==> src/rtl/riscv_ctrl_pkg.sv <==
// ---------------------------------------------------------------------------
// riscv_ctrl_pkg
// Shared constants for the multi-cycle RV32I control path:
//   - supported major opcodes (R, I-ALU, load, store, branch)
//   - FSM state encoding (4-bit, exported on state_o for debug)
//   - ALUOp codes and ALU operand-select codes
// Optional feature macro: ILLEGAL_TRAP_EN (adds the TRAP state).
// ---------------------------------------------------------------------------
package riscv_ctrl_pkg;

  localparam logic [6:0] OPC_R      = 7'b0110011;
  localparam logic [6:0] OPC_I      = 7'b0010011;
  localparam logic [6:0] OPC_LOAD   = 7'b0000011;
  localparam logic [6:0] OPC_STORE  = 7'b0100011;
  localparam logic [6:0] OPC_BRANCH = 7'b1100011;

  typedef enum logic [3:0] {
    S_IDLE     = 4'd0,
    S_FETCH    = 4'd1,
    S_DECODE   = 4'd2,
    S_MEM_ADDR = 4'd3,
    S_MEM_RD   = 4'd4,
    S_WB_MEM   = 4'd5,
    S_MEM_WR   = 4'd6,
    S_EXEC_R   = 4'd7,
    S_EXEC_I   = 4'd8,
    S_WB_ALU   = 4'd9,
    S_BRANCH   = 4'd10
`ifdef ILLEGAL_TRAP_EN
    ,
    S_TRAP     = 4'd11
`endif
  } state_t;

  localparam logic [1:0] ALUOP_ADD   = 2'b00;
  localparam logic [1:0] ALUOP_SUB   = 2'b01;
  localparam logic [1:0] ALUOP_RTYPE = 2'b10;
  localparam logic [1:0] ALUOP_ITYPE = 2'b11;

  localparam logic [1:0] SRCA_PC   = 2'b00;
  localparam logic [1:0] SRCA_RS1  = 2'b01;

  localparam logic [1:0] SRCB_RS2  = 2'b00;
  localparam logic [1:0] SRCB_FOUR = 2'b01;
  localparam logic [1:0] SRCB_IMM  = 2'b10;

endpackage

==> src/rtl/multicycle_control_opcode_class_decode.sv <==
// ---------------------------------------------------------------------------
// opcode_class_decode
// Classifies the IR opcode field into exactly one instruction class.
// Ports:
//   i_opcode   in  7  IR[6:0]
//   o_r        out 1  R-type ALU
//   o_i        out 1  I-type ALU
//   o_load     out 1  load
//   o_store    out 1  store
//   o_branch   out 1  conditional branch
//   o_illegal  out 1  anything else
// ---------------------------------------------------------------------------
module opcode_class_decode
  import riscv_ctrl_pkg::*;
(
  input  logic [6:0] i_opcode,
  output logic       o_r,
  output logic       o_i,
  output logic       o_load,
  output logic       o_store,
  output logic       o_branch,
  output logic       o_illegal
);

  always_comb begin
    o_r       = 1'b0;
    o_i       = 1'b0;
    o_load    = 1'b0;
    o_store   = 1'b0;
    o_branch  = 1'b0;
    o_illegal = 1'b0;
    case (i_opcode)
      OPC_R:      o_r      = 1'b1;
      OPC_I:      o_i      = 1'b1;
      OPC_LOAD:   o_load   = 1'b1;
      OPC_STORE:  o_store  = 1'b1;
      OPC_BRANCH: o_branch = 1'b1;
      default:    o_illegal = 1'b1;
    endcase
  end

endmodule

==> src/rtl/multicycle_control.sv <==
// ---------------------------------------------------------------------------
// multicycle_control
// Moore FSM sequencing a multi-cycle RV32I datapath (fetch, decode, execute,
// memory, writeback) for R, I-ALU, load, store and branch instructions.
// Memory-completion enables are additionally gated by mem_ready; a wait
// counter abandons an access after WAIT_LIMIT cycles (0 = never).
// Optional feature macro: ILLEGAL_TRAP_EN -- unsupported opcodes park the FSM
// in TRAP (illegal_instr=1) until reset; otherwise they retire nothing and
// the FSM returns to FETCH.
// Ports:
//   clk, rst_n (async active-low)
//   opcode[6:0], zero, mem_ready                       inputs
//   mem_req, mem_we, iord, ir_write, pc_write, pc_src  memory / PC control
//   alu_src_a[1:0], alu_src_b[1:0], alu_op[1:0]        ALU control
//   reg_write, mem_to_reg                              register writeback
//   instr_retired, mem_timeout, illegal_instr          status pulses/flags
//   state_o[3:0]                                       debug state
// ---------------------------------------------------------------------------
module multicycle_control
  import riscv_ctrl_pkg::*;
#(
  parameter int WAIT_LIMIT = 16,
  parameter int CNT_W      = 8
) (
  input  logic       clk,
  input  logic       rst_n,
  input  logic [6:0] opcode,
  input  logic       zero,
  input  logic       mem_ready,
  output logic       mem_req,
  output logic       mem_we,
  output logic       iord,
  output logic       ir_write,
  output logic       pc_write,
  output logic       pc_src,
  output logic [1:0] alu_src_a,
  output logic [1:0] alu_src_b,
  output logic [1:0] alu_op,
  output logic       reg_write,
  output logic       mem_to_reg,
  output logic       instr_retired,
  output logic       mem_timeout,
  output logic       illegal_instr,
  output logic [3:0] state_o
);

  localparam bit              TIMEOUT_EN = (WAIT_LIMIT > 0);
  localparam logic [CNT_W-1:0] LIMIT_M1  = (WAIT_LIMIT > 0) ? CNT_W'(WAIT_LIMIT - 1) : '0;

`ifdef ILLEGAL_TRAP_EN
  localparam state_t ILLEGAL_DEST = S_TRAP;
`else
  localparam state_t ILLEGAL_DEST = S_FETCH;
`endif

  state_t           r_state;
  state_t           w_next;
  logic [CNT_W-1:0] r_wait_cnt;

  logic w_is_r, w_is_i, w_is_load, w_is_store, w_is_branch, w_illegal;
  logic w_in_mem;
  logic w_timeout;

  opcode_class_decode u_decode (
    .i_opcode  (opcode),
    .o_r       (w_is_r),
    .o_i       (w_is_i),
    .o_load    (w_is_load),
    .o_store   (w_is_store),
    .o_branch  (w_is_branch),
    .o_illegal (w_illegal)
  );

  assign w_in_mem  = (r_state == S_FETCH) || (r_state == S_MEM_RD) || (r_state == S_MEM_WR);
  // mem_ready in the last allowed wait cycle wins over the timeout.
  assign w_timeout = TIMEOUT_EN && w_in_mem && !mem_ready && (r_wait_cnt == LIMIT_M1);

  always_ff @(posedge clk or negedge rst_n) begin
    if (!rst_n) begin
      r_state    <= S_IDLE;
      r_wait_cnt <= '0;
    end else begin
      r_state <= w_next;
      // Any state outside an access, a completion or a timeout leaves the
      // counter at zero, so every access (including a retried fetch) starts fresh.
      if (!w_in_mem || mem_ready || w_timeout)
        r_wait_cnt <= '0;
      else
        r_wait_cnt <= r_wait_cnt + CNT_W'(1);
    end
  end

  always_comb begin
    w_next        = r_state;
    mem_req       = 1'b0;
    mem_we        = 1'b0;
    iord          = 1'b0;
    ir_write      = 1'b0;
    pc_write      = 1'b0;
    pc_src        = 1'b0;
    alu_src_a     = SRCA_PC;
    alu_src_b     = SRCB_RS2;
    alu_op        = ALUOP_ADD;
    reg_write     = 1'b0;
    mem_to_reg    = 1'b0;
    instr_retired = 1'b0;
    mem_timeout   = 1'b0;
    illegal_instr = 1'b0;
    case (r_state)
      S_IDLE: w_next = S_FETCH;
      S_FETCH: begin
        mem_req   = 1'b1;
        alu_src_b = SRCB_FOUR;
        if (mem_ready) begin
          ir_write = 1'b1;
          pc_write = 1'b1;
          w_next   = S_DECODE;
        end else if (w_timeout) begin
          mem_timeout = 1'b1;
          w_next      = S_FETCH;
        end
      end
      S_DECODE: begin
        // Precompute the branch target into ALUOut while decoding.
        alu_src_b = SRCB_IMM;
        if (w_is_load || w_is_store) w_next = S_MEM_ADDR;
        else if (w_is_r)             w_next = S_EXEC_R;
        else if (w_is_i)             w_next = S_EXEC_I;
        else if (w_is_branch)        w_next = S_BRANCH;
        else if (w_illegal)          w_next = ILLEGAL_DEST;
      end
      S_MEM_ADDR: begin
        alu_src_a = SRCA_RS1;
        alu_src_b = SRCB_IMM;
        w_next    = w_is_store ? S_MEM_WR : S_MEM_RD;
      end
      S_MEM_RD: begin
        mem_req = 1'b1;
        iord    = 1'b1;
        if (mem_ready) begin
          w_next = S_WB_MEM;
        end else if (w_timeout) begin
          mem_timeout = 1'b1;
          w_next      = S_FETCH;
        end
      end
      S_WB_MEM: begin
        reg_write     = 1'b1;
        mem_to_reg    = 1'b1;
        instr_retired = 1'b1;
        w_next        = S_FETCH;
      end
      S_MEM_WR: begin
        mem_req = 1'b1;
        mem_we  = 1'b1;
        iord    = 1'b1;
        if (mem_ready) begin
          instr_retired = 1'b1;
          w_next        = S_FETCH;
        end else if (w_timeout) begin
          mem_timeout = 1'b1;
          w_next      = S_FETCH;
        end
      end
      S_EXEC_R: begin
        alu_src_a = SRCA_RS1;
        alu_src_b = SRCB_RS2;
        alu_op    = ALUOP_RTYPE;
        w_next    = S_WB_ALU;
      end
      S_EXEC_I: begin
        alu_src_a = SRCA_RS1;
        alu_src_b = SRCB_IMM;
        alu_op    = ALUOP_ITYPE;
        w_next    = S_WB_ALU;
      end
      S_WB_ALU: begin
        reg_write     = 1'b1;
        instr_retired = 1'b1;
        w_next        = S_FETCH;
      end
      S_BRANCH: begin
        alu_src_a     = SRCA_RS1;
        alu_src_b     = SRCB_RS2;
        alu_op        = ALUOP_SUB;
        pc_src        = 1'b1;
        pc_write      = zero;
        instr_retired = 1'b1;
        w_next        = S_FETCH;
      end
`ifdef ILLEGAL_TRAP_EN
      S_TRAP: begin
        illegal_instr = 1'b1;
        w_next        = S_TRAP;
      end
`endif
      default: w_next = S_IDLE;
    endcase
  end

  assign state_o = r_state;

endmodule

==> config.mk <==
export PLATFORM = sky130hd
export DESIGN_NAME = multicycle_control
export DESIGN_NICKNAME = d
export VERILOG_FILES = /design/src/rtl/riscv_ctrl_pkg.sv /design/src/rtl/multicycle_control_opcode_class_decode.sv /design/src/rtl/multicycle_control.sv
export SDC_FILE = /design/constraint.sdc
export NUM_CORES = 1
export LEC_CHECK = 0
export ABC_AREA = 0
export BUFFER_PORTS_ARGS = -buffer_cell sky130_fd_sc_hd__buf_2
export CAP_MARGIN = 30
export CORE_MARGIN = 2
export CORE_UTILIZATION = 40
export CTS_BUF_LIST = sky130_fd_sc_hd__clkbuf_16
export CTS_CLUSTER_DIAMETER = 120
export DETAILED_ROUTE_END_ITERATION = 10
export PLACE_DENSITY = 0.7
export REMOVE_ABC_BUFFERS = 1
export SLEW_MARGIN = 10
export SYNTH_ARGS = -nofsm -noshare
export SYNTH_HDL_FRONTEND = slang
export SYNTH_SLANG_ARGS = --single-unit
export TNS_END_PERCENT = 30
==> constraint.sdc <==
create_clock -name clk -period 1.7 [get_ports clk]
set_input_delay 0.34 -clock clk [delete_from_list [all_inputs] [get_ports clk]]
set_output_delay 0.34 -clock clk [all_outputs]
set_load 0.005 [all_outputs]
## Yosys cells after proc, flatten, opt, wreduce, memory -nomap -nowiden

Cells that the tools add are included.

- Output and inout bits: 21
- Bits of input ports: 11
- Word-level logic and storage cells: 72
- Register bits: 12

- Mux-type cells: 33
- Add/subtract/negate cells: 1
- Eq/ne operators: 17
- Reductions and logical operators: 19

Operators by type and width:

| kind | number |
|---|---|
| 4-bit 2-to-1 mux | 9 |
| 4-bit one-hot mux with 7 select lines | 1 |
| 1-bit 2-to-1 mux | 17 |
| 4-bit by 3-bit equality test with 1-bit output, second input constant | 4 |
| 7-bit by 6-bit equality test with 1-bit output, second input constant | 2 |
| 4-bit equality test, second input constant | 3 |
| 3-bit OR reduction | 3 |
| 8-bit by 1-bit adder with 8-bit output, second input constant | 1 |
| 4-bit by 2-bit equality test with 1-bit output, second input constant | 2 |
| 8-bit by 4-bit equality test with 1-bit output, second input constant | 1 |
| 8-bit 2-to-1 mux | 1 |
| 4-bit OR reduction | 2 |
| 7-bit by 2-bit equality test with 1-bit output, second input constant | 1 |
| 7-bit by 5-bit equality test with 1-bit output, second input constant | 1 |
| 7-bit equality test, second input constant | 1 |
| 6-bit by 3-bit != test with 1-bit output, second input constant | 1 |
| 2-bit one-hot mux with 3 select lines | 1 |
| 2-bit OR reduction | 3 |
| 1-bit logical OR | 5 |
| 5-bit OR reduction | 1 |
| 4-bit by 1-bit equality test with 1-bit output, second input constant | 1 |
| 4-bit logical NOT | 1 |
| 1-bit one-hot mux with 2 select lines | 2 |
| 2-bit one-hot mux with 2 select lines | 1 |
| 3 further kinds | 5 |

## Longest topological paths before layout

- Depth in word-level cells: 8
- Depth in mapped cells: 5
- Depth with buffers taken out: 5

## By module

Synthesis repeated with hierarchy kept, for this count alone.

- Cells, all modules: 114
- Area, all modules: 915.9 µm²

By module, submodules not included:

| module | sequential area each (µm²) | cells an instance | times used | area each (µm²) |
|---|---|---|---|---|
| multicycle_control | 300.3 | 103 | 1 | 815.8 |
| opcode_class_decode | 0.0 | 11 | 1 | 100.1 |

## Least setup slack after synthesis

Ideal clock, no wire load.

- Path type: register -> output
- Start point: register r_state[1] (netlist: state_o[1])
- End point: output port pc_write
- Stages on the path, launching flop included: 5
- Data arrival time: 1.054 ns
- Path slack: 0.306 ns
- Data required time: 1.360 ns
- Path buffers: 0
- Cell sequence: dfrtp_1 > nand2b_1 > nor3_1 > nand2_1 > nand2_1

- Cells in the longest elaborated chain, start to end: 2
- Elaborated cells on any way between the ends: 3
- Those cells by class: eq/ne (2); mux (1)

RTL lines:

| element | RTL line | RTL |
|---|---|---|
| start: declaration | multicycle_control.sv:56 | `state_t r_state;` |
| start signal: assignment | multicycle_control.sv:83 | `r_state <= w_next;` |
| 4-bit equality test / 4-bit by 1-bit equality test with 1-bit output (equally long branches) | multicycle_control.sv:109 | `case (r_state)` |
| 1-bit one-hot mux with 2 select lines (*) | multicycle_control.sv:109 |  |
| end: declaration | multicycle_control.sv:34 | `output logic pc_write,` |

Every way passes the cells marked *; elsewhere a longest branch is shown, timed or not.

## Final worst setup path

- Start point: register r_state[0] (netlist: state_o[0])
- End point: output port instr_retired

- Cells in the longest elaborated chain, start to end: 3
- Elaborated cells on any way between the ends: 6
- Those cells by class: eq/ne (4); mux (1); reduce/logical (1)

RTL lines:

| element | RTL line | RTL |
|---|---|---|
| 4-bit equality test / 4-bit by 3-bit equality test with 1-bit output (equally long branches) | multicycle_control.sv:109 |  |
| 3-bit OR reduction (no source line) | n/a |  |
| 1-bit one-hot mux with 2 select lines (*) | multicycle_control.sv:109 |  |
| end: declaration | multicycle_control.sv:41 | `output logic instr_retired,` |

Marks and branches as above.

==> key figures <==
STA
  – Minimum clock period: 1700 ps
  – Final worst slack: 4.25 ps
  – # setup viols final: 0
  – RSZ-0062 raised after global routing: yes
  – Fin Clk Skew: 3.55 ps
  – Final Hold Fails: 0
  – Fmax: 590 MHz
  – Slew Limit Fails: 0
  – Final clock period utilization by the worst path: 0.998

Final layout
  – Fin cells: 173
  – Synth-to-Final Area Change: 48.0%
  – Commonest non-fill, non-tap cell in the layout: buf_2
  – Share of cells above drive strength 1: 0.452
  – Diodes inserted: 0
  – Commonest non-fill, non-tap cells in the layout: buf_2, nor2_1, buf_4
  – FILL cells: 171
  – Post-layout nets: 160

Yosys
  – Syn_area_per_cell: 8.25 µm²
  – Synth Warn #: 0
  – Mapped Area: 850 µm²
  – Flops & latches, synth: 12
  – Seq/Total Area, Yosys: 0.353
  – Gate Count Post-Synth: 103
  – Distinct cell type count after synthesis: 39

Setup path
  – Setup crit end: instr_retired
  – Reg2reg start: r_wait_cnt[6]$_DFF_PN0_
  – WS Path Type: register to output pin
  – CP max-delay cell: dfrtp_2
  – CP max FO: 7
  – Worst EP arrival: 1360 ps
  – Crit. path cell count: 4
  – CP peak stage delay: 470 ps
  – Crit path launch: state_o[0]$_DFFE_PN0P_
  – CP cell instances: buf_2 > o21a_1 > o22ai_1 > buf_2
  – Crit-path most repeated cell: buf_2
  – Crit end category: output pin
  – Delay-heaviest family, CP: flip-flops
  – CP Buf/Inv Count: 2
  – Reg-to-Reg End: state_o[0]$_DFFE_PN0P_
  – Crit path required time: 1360 ps
  – Startpoint types: register
  – Reg2reg path depth: 5
  – Reg2Reg Setup Slack: 240 ps

GRT
  – Congestion Overflow GR: 0
  – First-pass GRT wire length: 3480 µm
  – Vias in the first global route: 794
  – Largest net degree at the start of global routing: 13
  – Initial antenna violation count: 0
  – GR Util All Layers: 0.188

Place
  – Setup slack at placement: 85.1 ps
  – Hpwl dp: 1560 µm
  – Gp weighted congestion: 0.849
  – Placed Cells: 160
  – Port bufs: 29

Clock tree
  – Clock Pin Slew Worst Setup and Hold Paths: 40 ps
  – Clk Latency, worst-skew pair: 240 ps
  – Num CTS Buffers: 3
  – Clk buf depth: 2
  – Clock Sinks: 12
  – CTS tree: done
  – H-tree lvl count: 1
  – Root Buffer Master: clkbuf_16

Floorplan
  – Initial Util: 0.429
  – Io pins: 32
  – Site row count: 16
  – Die width: 50.1 µm
  – Die ar.: 2510 µm²
  – Die Y: 50.1 µm
  – Core area: 1980 µm²

Route
  – Post-route ant nets: 0
  – Drt initial violations: 16
  – DRC viols: 0
  – Initial DRT Pass Iterations: 4
  – Via count: 951
  – WL/cell: 14.7 µm
  – Vias per cell: 5.50
  – Total Wirelength: 2540 µm

Power and ir drop
  – Power per cell area: 1510 nW/µm²
  – VDD IR max: 0.951 mV
  – Leak: 0.653 nW

Hold path
  – Hold Crit Class: register to register

Job
  – Max-cap check violation count: 0

Status
  – Outcome: finished clean
## cell families after synthesis
| group | after synthesis | synth area share |
|---|---|---|
| AND/OR/NAND/NOR | 51 | 0.315 |
| AO/OA/AOI/OAI | 20 | 0.171 |
| flip-flops | 12 | 0.353 |
| buffers and inverters | 12 | 0.0781 |
| XOR/XNOR | 5 | 0.0515 |
| adder cells (fa/ha/maj) | 1 | 0.0147 |
| other | 1 | 0.00441 |
| multiplexers | 1 | 0.0118 |
## Yosys cell counts, drive strengths merged
cell,instances,area share
dfrtp,12,0.35
a211o,1,0.010
o21ai,3,0.022
or3,2,0.015
o21a,1,0.0088
nor3b,1,0.0088
mux2i,1,0.012
nand2b,7,0.069
nor2,16,0.071
o2111ai,1,0.010
inv,6,0.027
nor4,1,0.015
o22ai,3,0.022
o311ai,1,0.010
nand4,2,0.015
a21o,2,0.018
nand3,2,0.012
ha,1,0.015
a21boi,1,0.0088
and2,2,0.015
buf,6,0.052
and3,2,0.016
xor2,4,0.041
o211ai,1,0.0088
nor2b,1,0.0074
or2,1,0.0074
a21oi,2,0.012
conb,1,0.0044
nor3,2,0.012
nand2,12,0.053
a221o,1,0.012
xnor2,1,0.010
a211oi,2,0.018
a41oi,1,0.010
## where the power goes
part	internal, mW	switching, mW
logic	0.507	0.520
clock network	0.306	0.118
registers	0.350	0.100
total	1.16	0.738
## registers in the layout (all words and copies together), names as in the netlist
register	cells
r_wait_cnt	8
state_o	4
## per-stage QoR
step / area, µm² / hold slack (ps) / TNS, ps / util / power, mW
2_1_floorplan: 810 / 44.4 / 0 / - / 0.888
3_3_place_gp: 1030 / 231 / 0 / 0.521 / 1.21
3_5_place_dp: 1030 / 232 / 0 / 0.521 / 1.22
5_1_grt: 1260 / 478 / -72.0 / 0.634 / 2.02
6_report: 1260 / 454 / 0 / 0.634 / 1.90
4_1_cts: 1180 / 447 / 0 / 0.593 / 1.75
## worst reg2reg max path, cell delays in order (launching register included)
cell and delay (ps):
dfrtp_1 420, nor4_4 330, nand2b_4 100, buf_4 150, a211o_1 280, o311ai_1 80
## what timing repair did
item	4_1_cts	5_1_grt
resized for setup	12	6
endpoints found under the setup margin	7	6
hold endpoints to repair	12	0
buffers inserted	1	8
cloned	0	0
hold buffers	1	0
pin swaps	1	3
## layer usage
| layer | global-route usage | up-vias | wire (µm) |
|---|---|---|---|
| li1 | - | 442 | - |
| met1 | 0.206 | 436 | 953 |
| met2 | 0.300 | 60 | 1280 |
| met3 | 0.0394 | 13 | 183 |
| met4 | 0.171 | 0 | 129 |
| met5 | 0 | - | 0 |
## worst min path at each step
stage,from,endpoint,slack (ps),cells after the start
global placement,rst_n,r_wait_cnt[3]$_DFF_PN0_,230,1
floorplan,rst_n,r_wait_cnt[0]$_DFF_PN0_,40,0
global route,r_wait_cnt[0]$_DFF_PN0_,r_wait_cnt[0]$_DFF_PN0_,480,1
finish,r_wait_cnt[0]$_DFF_PN0_,r_wait_cnt[0]$_DFF_PN0_,450,1
detailed placement,rst_n,r_wait_cnt[3]$_DFF_PN0_,230,1
CTS,mem_ready,state_o[1]$_DFFE_PN0P_,450,3
## layout make-up
cell class,instances,area (µm²),area share
Timing Repair Buffer,45,275,0.219
Sequential cell,12,305,0.243
Multi-Input combinational cell,80,546,0.434
Inverter,6,22.5,0.0179
Clock buffer,3,75.1,0.0597
Tap cell,27,33.8,0.0269
No activity file was read; power rests on OpenSTA's default activity.
